[src/rtl/t07_spi_reg_bank.sv]
// t07_spi_reg_bank: SPI-filled register bank with doorbell lock and read handshake
//
// Ports:
//   clk, rst          rising-edge clock, synchronous active-high reset
//   spi_wr_en_i       SPI write strobe (one write per cycle)
//   spi_addr_i        SPI write address
//   spi_wdata_i       SPI write data
//   rd_req_i          core read request (level); a rising edge is one accept
//   rd_addr_i         core read address, sampled on the accept cycle
//   rd_data_o         registered read data, held until the next accept
//   rd_ack_o          one-cycle acknowledge, the cycle after an accept
//   bank_ready_o      high while the bank is frozen (LOCKED)
//   overrun_o         sticky: an SPI write was dropped while LOCKED
//   clr_overrun_i     clears overrun_o and drop_cnt_o (a same-cycle drop wins)
//   drop_cnt_o        saturating count of dropped SPI writes
module t07_spi_reg_bank #(
    parameter int DATA_W = 32,
    parameter int DEPTH  = 32,
    parameter int ADDR_W = $clog2(DEPTH),
    parameter int CNT_W  = 8
) (
    input  logic              clk,
    input  logic              rst,
    input  logic              spi_wr_en_i,
    input  logic [ADDR_W-1:0] spi_addr_i,
    input  logic [DATA_W-1:0] spi_wdata_i,
    input  logic              rd_req_i,
    input  logic [ADDR_W-1:0] rd_addr_i,
    output logic [DATA_W-1:0] rd_data_o,
    output logic              rd_ack_o,
    output logic              bank_ready_o,
    output logic              overrun_o,
    input  logic              clr_overrun_i,
    output logic [CNT_W-1:0]  drop_cnt_o
);
    typedef enum logic {FILL, LOCKED} state_e;

    localparam logic [ADDR_W-1:0] DOORBELL = ADDR_W'(DEPTH - 1);

    state_e            state_q, state_d;
    logic [DATA_W-1:0] regs_q [DEPTH];
    logic [DATA_W-1:0] rd_data_q, rd_data_d;
    logic [CNT_W-1:0]  drop_cnt_q, drop_cnt_d;
    logic              req_q, rd_ack_q, overrun_q, overrun_d;
    logic              accept, wr, drop, locked;

    always_comb begin
        locked     = state_q == LOCKED;
        accept     = rd_req_i & ~req_q;
        wr         = spi_wr_en_i & ~locked;
        drop       = spi_wr_en_i & locked;
        state_d    = state_q;
        if (wr && spi_addr_i == DOORBELL) state_d = LOCKED;
        // reading the doorbell hands the bank back to the SPI side
        if (locked && accept && rd_addr_i == DOORBELL) state_d = FILL;
        rd_data_d  = accept ? (locked ? regs_q[rd_addr_i] : '0) : rd_data_q;
        overrun_d  = drop | (overrun_q & ~clr_overrun_i);
        // a drop coinciding with a clear restarts the count at one
        drop_cnt_d = drop ? (clr_overrun_i ? CNT_W'(1) :
                             (&drop_cnt_q ? drop_cnt_q : drop_cnt_q + CNT_W'(1))) :
                     clr_overrun_i ? '0 : drop_cnt_q;
    end

    always_ff @(posedge clk) begin
        if (rst) begin
            state_q    <= FILL;
            req_q      <= 1'b0;
            rd_data_q  <= '0;
            rd_ack_q   <= 1'b0;
            overrun_q  <= 1'b0;
            drop_cnt_q <= '0;
            for (int i = 0; i < DEPTH; i++) regs_q[i] <= '0;
        end else begin
            state_q    <= state_d;
            req_q      <= rd_req_i;
            rd_data_q  <= rd_data_d;
            rd_ack_q   <= accept;
            overrun_q  <= overrun_d;
            drop_cnt_q <= drop_cnt_d;
            if (wr) regs_q[spi_addr_i] <= spi_wdata_i;
        end
    end

    assign rd_data_o    = rd_data_q;
    assign rd_ack_o     = rd_ack_q;
    assign bank_ready_o = state_q == LOCKED;
    assign overrun_o    = overrun_q;
    assign drop_cnt_o   = drop_cnt_q;
endmodule

[config.mk]
export PLATFORM = sky130hd
export DESIGN_NAME = t07_spi_reg_bank
export DESIGN_NICKNAME = d
export VERILOG_FILES = /design/src/rtl/t07_spi_reg_bank.sv
export SDC_FILE = /design/constraint.sdc
export NUM_CORES = 1
export LEC_CHECK = 0
export BUFFER_PORTS_ARGS = -buffer_cell sky130_fd_sc_hd__buf_2
export CAP_MARGIN = 20
export CORE_ASPECT_RATIO = 1.1
export CORE_MARGIN = 10
export CORE_UTILIZATION = 35
export DETAILED_ROUTE_END_ITERATION = 10
export PLACE_DENSITY = 0.5
export SLEW_MARGIN = 20
export SYNTH_ARGS = -nofsm -noshare
export SYNTH_HDL_FRONTEND = slang
export SYNTH_SLANG_ARGS = --single-unit
[constraint.sdc]
create_clock -name clk -period 2.6 [get_ports clk]
set_input_delay 0.26 -clock clk [delete_from_list [all_inputs] [get_ports clk]]
set_output_delay 0.26 -clock clk [all_outputs]
set_load 0.005 [all_outputs]
Word level (Yosys, flattened, before mapping). Memories as Yosys holds them, arrays and structs flattened. Cells that the tools add are included.

Register bits after elaboration: 44. RAM bits: 1024. Output and inout bits: 43. Word-level logic and storage cells: 40. Memories: 1.

$add $sub $neg: 1. Equality and inequality tests: 3. Muxes and demuxes: 13. Bitwise gates (word level): 8. Reduce and logical (&&, ||, !) cells: 8.

Memory list: regs_q (depth 32, width 32, rd ports 1, clocked after memory_dff 0, write ports 32, line 41) `logic [DATA_W-1:0] regs_q [DEPTH];`.

Operators by type and width (number): $mux W32 (2); $mux W8 (4); $reduce_or A32 Y1 (1); $eq A5 B5 Y1 const B (2); $add A8 B1 Y8 const B (1); $reduce_and A8 Y1 (1); $mux W1 (6); $mux W5 (1); $and A1 B1 Y1 (4); $logic_and A1 B1 Y1 (3); $not A1 Y1 (3); $ne A2 B2 Y1 const B (1); $reduce_and A2 Y1 (1); $reduce_bool A2 Y1 (1); $reduce_or A2 Y1 (1); $or A1 B1 Y1 (1).

Logic depth before layout (Yosys ltp).
Depth in word-level cells: 7. Depth in mapped cells: 9. Depth with buffers taken out: 6.

Least setup slack after synthesis. No wires, ideal clock.

Path type: input to register. Start point: input port rst. End point: memory regs_q[8][0] (enable). Setup time: 0.375 ns. Arrival: 1.853 ns. Slack: 0.373 ns. Cell stages on the path: 6. Buffers on the path: 2. Cells stage by stage: buf_2 > nor3b_2 > or3b_1 > buf_2 > nor2_1 > or2_2.

RTL lines: start: declaration (line 23) `input logic rst,`; end: declaration (line 41).

Worst setup path in the final report.
Start point: register req_q. End point: register rd_data_q[8], in the netlist rd_data_o[8].

Cells in the longest elaborated chain, start to end: 2.

Ends and longest elaborated chain: start: declaration (line 44) `logic req_q, rd_ack_q, overrun_q, overrun_d;`; start signal: assignment (line 75) `req_q <= rd_req_i;`; $not A1 Y1 (line 49) `accept = rd_req_i & ~req_q;`; $and A1 B1 Y1 (line 49); end signal: assignment (line 76) `rd_data_q <= rd_data_d;`; end: declaration (line 42) `logic [DATA_W-1:0] rd_data_q, rd_data_d;`.

No other way between the ends. A chain may end at the register's enable or synchronous reset.

==> results <==
- The type of origin of the critical path is a flip-flop.
- In this run the clock root is driven by a sky130_fd_sc_hd__clkbuf_16.
- The area of the placeable core is 0.138 sq mm.
- The tightest min-delay check is of the in -> reg type.
- The minimum clock period after layout is ~2.6 ns.
- Tracing the worst setup path back leads to its startpoint at req_q$_SDFF_PP0_.
- The most numerous cell type found on the critical path is sky130_fd_sc_hd__nand2_1.
- In this run the critical register-to-register path is launched from req_q$_SDFF_PP0_.
- Dividing the synthesized area by the synthesized cell count gives 14.7 sq um.
- The post-placement cell count is 5086.
- The most instantiated library cell after synthesis is sky130_fd_sc_hd__and2_1.
- STA classifies the critical path endpoint as a flip-flop.
- The die is 411 um tall.
- For the pin with the worst max-slew slack, the measured transition is around 1.2 ns.
- The critical path arrival is about 3.1 ns.
- The count of antenna-violating nets left after detailed routing is 0.
- The quantity of I/O buffers inserted on ports is 89.
- The maximum fanout count along the critical path is 34.
- The worst-case IR drop observed on VDD is around 0.52 mV.
- The multi-input combinational cells in the finished layout cover a total of 0.0157 sq mm.
- In the synthesized netlist, the number of instances is 3308.
- The largest net degree at the start of global routing is 72.
- The maximum level of the CTS H-tree is 3.
- The starting density of the core is 0.352.
- The final standard cell utilization of the core is 0.406.
- The violation count after the first detailed-route iteration is ~2100.
- The total design power is 38700 uW.
- The clock reaches the later pin of the worst-skew pair after ~0.73 ns.
- Summing over every cut layer, the via total after detailed routing is approximately 28000.
- Counting instances, the worst hold path has a depth of 3.
- The logic depth of the worst register-to-register path is 6.
- Setup repair after global routing left no endpoint under its margin.
- Detailed placement ended at an HPWL of 87900 um.
- The data required time at the worst endpoint is 3.15 ns.
- The clock tree from TritonCTS is built.
- The number of DRC violations after detailed routing is 0.
- The highest routed metal layer is met4.
- The worst setup path endpoint is rd_data_o[8]$_SDFFE_PP0N_.
- In this design, the largest share of critical-path delay is due to compound AO/OA/AOI/OAI gates.
- Clock skew on the completed layout was measured at around 0.028 ns.
- Clock tree synthesis inserted a total of around 120 buffers.
- The critical path runs through a total of 6 cells.
- The sequential cells in the finished layout cover a total of 0.0316 sq mm.
- The number of clock sinks is 1068.
- Walking the worst path, the cells encountered are nand2b_2, buf_4, nand2_1, nand2_1, a221oi_1, a211oi_1.
- The number of distinct standard cells referenced by the synthesized netlist is 47.
- The type of the worst setup path is reg -> reg.
- The final number of hold-violating endpoints is 0.
- After synthesis the netlist holds a flip-flop and latch count of 1068.
- The total met2 wirelength after detailed routing is around 71000 um.
- The residual overflow from global routing is 0.
- The sequential-to-total area share from yosys stat is 0.651.
- The worst pin sits at a relative slew slack of 0.217.
- The analysis attributes to cell leakage a power of 0.0201 uW.
- For this run, the total global-route usage over all layers was measured as 0.190.
- The number of antenna violations at the first check in global routing is 10.
- The cell with the biggest individual delay on the critical path is sky130_fd_sc_hd__a221oi_1.
- In the final routing, the length of wire on met1 measures 65000 um.
- In this run, synthesis inferred 1024 flip-flops with an integrated enable.
- The die covers 0.154 sq mm.
- The via count of the first global-routing pass is around 28000.
- The share of flip-flops with an asynchronous set or reset after synthesis is 0.
- By count the netlist is led by 1025 x sky130_fd_sc_hd__and2_1, 1024 x sky130_fd_sc_hd__edfxtp_1, 263 x sky130_fd_sc_hd__mux2i_1, 227 x sky130_fd_sc_hd__clkbuf_1, 129 x sky130_fd_sc_hd__mux4_2.
- After detailed routing, the average wire length per cell comes to 28.0 um.
- Summed over all instances, the cell type with the most area after synthesis is sky130_fd_sc_hd__edfxtp_1.
- The top cell type's share of synthesized area is 0.633.
- The worst reg-to-reg setup slack is 0.04 ns.
- The number of fill cells in the layout is approximately 13000.
- The final wirelength is 149000 um.
- Routability-driven placement finished with a final weighted congestion of 0.752.
- In this run the cell area of the synthesized design comes to 0.0486 sq mm.
- The first global-routing pass estimated 212000 um of wire.
- The area overhead of the layout relative to synthesis is 15.3%.
- In the synthesized netlist the dominant register cell turns out to be sky130_fd_sc_hd__edfxtp_1.
- The ratio of final minimum period to clock period is 0.985.
- In the final layout, the share of cells above drive strength 1 is 0.201.
- The die span in x is around 380 um.
- The number of ports placed on the die boundary is 90.
- The site row count is 143.
- For this run, the post-layout net count is roughly 3400.
- The number of buffers on the longest clock path is 3.
- The total of endpoints with negative setup slack in the final report is 0.
- By area the synthesized netlist is led by sky130_fd_sc_hd__edfxtp_1 63%, sky130_fd_sc_hd__and2_1 13%, sky130_fd_sc_hd__mux4_2 6.0%, sky130_fd_sc_hd__mux2i_1 5.4%, sky130_fd_sc_hd__dfxtp_1 1.8%.
- The post-detailed-route via-to-cell ratio is 5.20.
- Leaving out filler cells and counting taps, the final layout contains ~5300.
- The capture point of the worst reg-to-reg path is rd_data_o[8]$_SDFFE_PP0N_.
- The routed design uses 7590 um of met3 wire.
- In this run the post-CTS setup repair buffer count came out at 0.
- The flow ran to the end, and the final reports show no timing, DRC or antenna violations.
- Yosys printed 0 warnings.
- The number of buffer and inverter stages on the critical path is 1.
- The power per cell area is 691 mW/mm^2.
- Across the run, the number of max-cap violations was 0.
- The peak clock frequency supported by timing is 390 MHz.
- The number of optimization iterations in the first detailed-route pass is 5.
- The max-slew violation count came to 0.
- Clock-pin slew was measured on the worst setup and hold paths at 0.06 ns.
- The number of nets handed over by synthesis was 3356.
- In this design, the stage delay of the slowest critical-path cell is 0.95 ns.
-- worst register-to-register path: cells and delay by family, from the launching register on --
family / cells / cell delay (ns)
AO/OA/AOI/OAI: 2 / 1.04
buffers and inverters: 1 / 0.33
flip-flops: 1 / 0.30
AND/OR/NAND/NOR: 3 / 0.73
-- through the flow --
| stage | TNS [ns] | hold WS (ns) | area [sq um] | setup slack, ns |
|---|---|---|---|---|
| 2_1_floorplan | 0 | 0.388 | 48600 | 0.373 |
| 5_1_grt | 0 | 0.0652 | 56000 | 0.0185 |
| 3_5_place_dp | -0.341 | 0.466 | 52400 | -0.341 |
| 4_1_cts | 0 | 0.0150 | 56000 | 0.0336 |
| 6_report | 0 | 0.0180 | 56000 | 0.0389 |
| 3_3_place_gp | -0.342 | 0.460 | 52400 | -0.342 |
-- cell usage in the layout (no fill, tap or decap), types with 33 or more instances in the layout --
| cell type | synthesis | routed |
|---|---|---|
| sky130_fd_sc_hd__mux2_2 | 55 | 55 |
| sky130_fd_sc_hd__nand2_1 | 61 | 61 |
| sky130_fd_sc_hd__buf_4 | 21 | 130 |
| sky130_fd_sc_hd__clkbuf_16 | 0 | 122 |
| sky130_fd_sc_hd__buf_12 | 0 | 69 |
| sky130_fd_sc_hd__clkbuf_1 | 227 | 43 |
| sky130_fd_sc_hd__or2_2 | 34 | 34 |
| sky130_fd_sc_hd__mux2i_1 | 263 | 263 |
| sky130_fd_sc_hd__and2_1 | 1025 | 1024 |
| sky130_fd_sc_hd__a22o_1 | 55 | 55 |
| sky130_fd_sc_hd__dfxtp_1 | 44 | 44 |
| sky130_fd_sc_hd__a21oi_1 | 53 | 53 |
| sky130_fd_sc_hd__buf_2 | 40 | 86 |
| sky130_fd_sc_hd__a211oi_1 | 33 | 33 |
| sky130_fd_sc_hd__edfxtp_1 | 1024 | 1024 |
| sky130_fd_sc_hd__mux4_2 | 129 | 129 |
| sky130_fd_sc_hd__a221oi_1 | 55 | 55 |
-- where the power goes --
| part | internal [uW] | switching [uW] |
|---|---|---|
| Combinational | 1160 | 1870 |
| Clock | 9030 | 6760 |
| Sequential | 19700 | 227 |
| Total | 29900 | 8850 |
-- metal layers --
| metal | GRT usage | up-vias |
|---|---|---|
| met4 | 0.0688 | 0 |
| met3 | 0.0273 | 192 |
| met2 | 0.314 | 737 |
| li1 | - | 12300 |
| met1 | 0.254 | 14400 |
| met5 | 0 | - |
-- sequential cells by signal, summed over array words and instances, names as in the netlist --
register,cells
rd_data_o,32
drop_cnt_o,8
rd_ack_o,1
regs_q,1024
bank_ready_o,1
req_q,1
overrun_o,1
-- timing repair --
| item | CTS | global route |
|---|---|---|
| hold buffers | 5 | 0 |
| resized for setup | 0 | 0 |
| endpoints found under the hold margin | 12 | 0 |
-- kinds of logic after synthesis --
family                   after synthesis  synth area share
AND/OR/NAND/NOR                     1208             0.151
flip-flops                          1068             0.651
multiplexers                         447             0.127
buffers and inverters                322            0.0298
AO/OA/AOI/OAI                        257            0.0411
XOR/XNOR                               5          0.000901
adder cells (fa/ha/maj)                1          0.000257
-- worst min path at each step --
stage                               from  slack [ns]                   end
floorplan                       rd_req_i        0.39      req_q$_SDFF_PP0_
global placement    overrun_o$_SDFF_PP0_        0.46  overrun_o$_SDFF_PP0_
detailed placement  overrun_o$_SDFF_PP0_        0.47  overrun_o$_SDFF_PP0_
CTS                                  rst        0.02   rd_ack_o$_SDFF_PP0_
global route                         rst        0.07   rd_ack_o$_SDFF_PP0_
finish                               rst        0.02   rd_ack_o$_SDFF_PP0_
-- cell type report --
class | count | area share
repair buffers | 292 | 0.0512
diodes | 7 | 0.000313
well taps | 1812 | 0.0405
flip-flops and latches | 1068 | 0.564
multi-input cells | 1918 | 0.280
clock buffers | 172 | 0.0591
inverters | 1 | 0.0000670
clock inverters | 38 | 0.00480
Note: power is estimated with default switching activity, not from simulation.
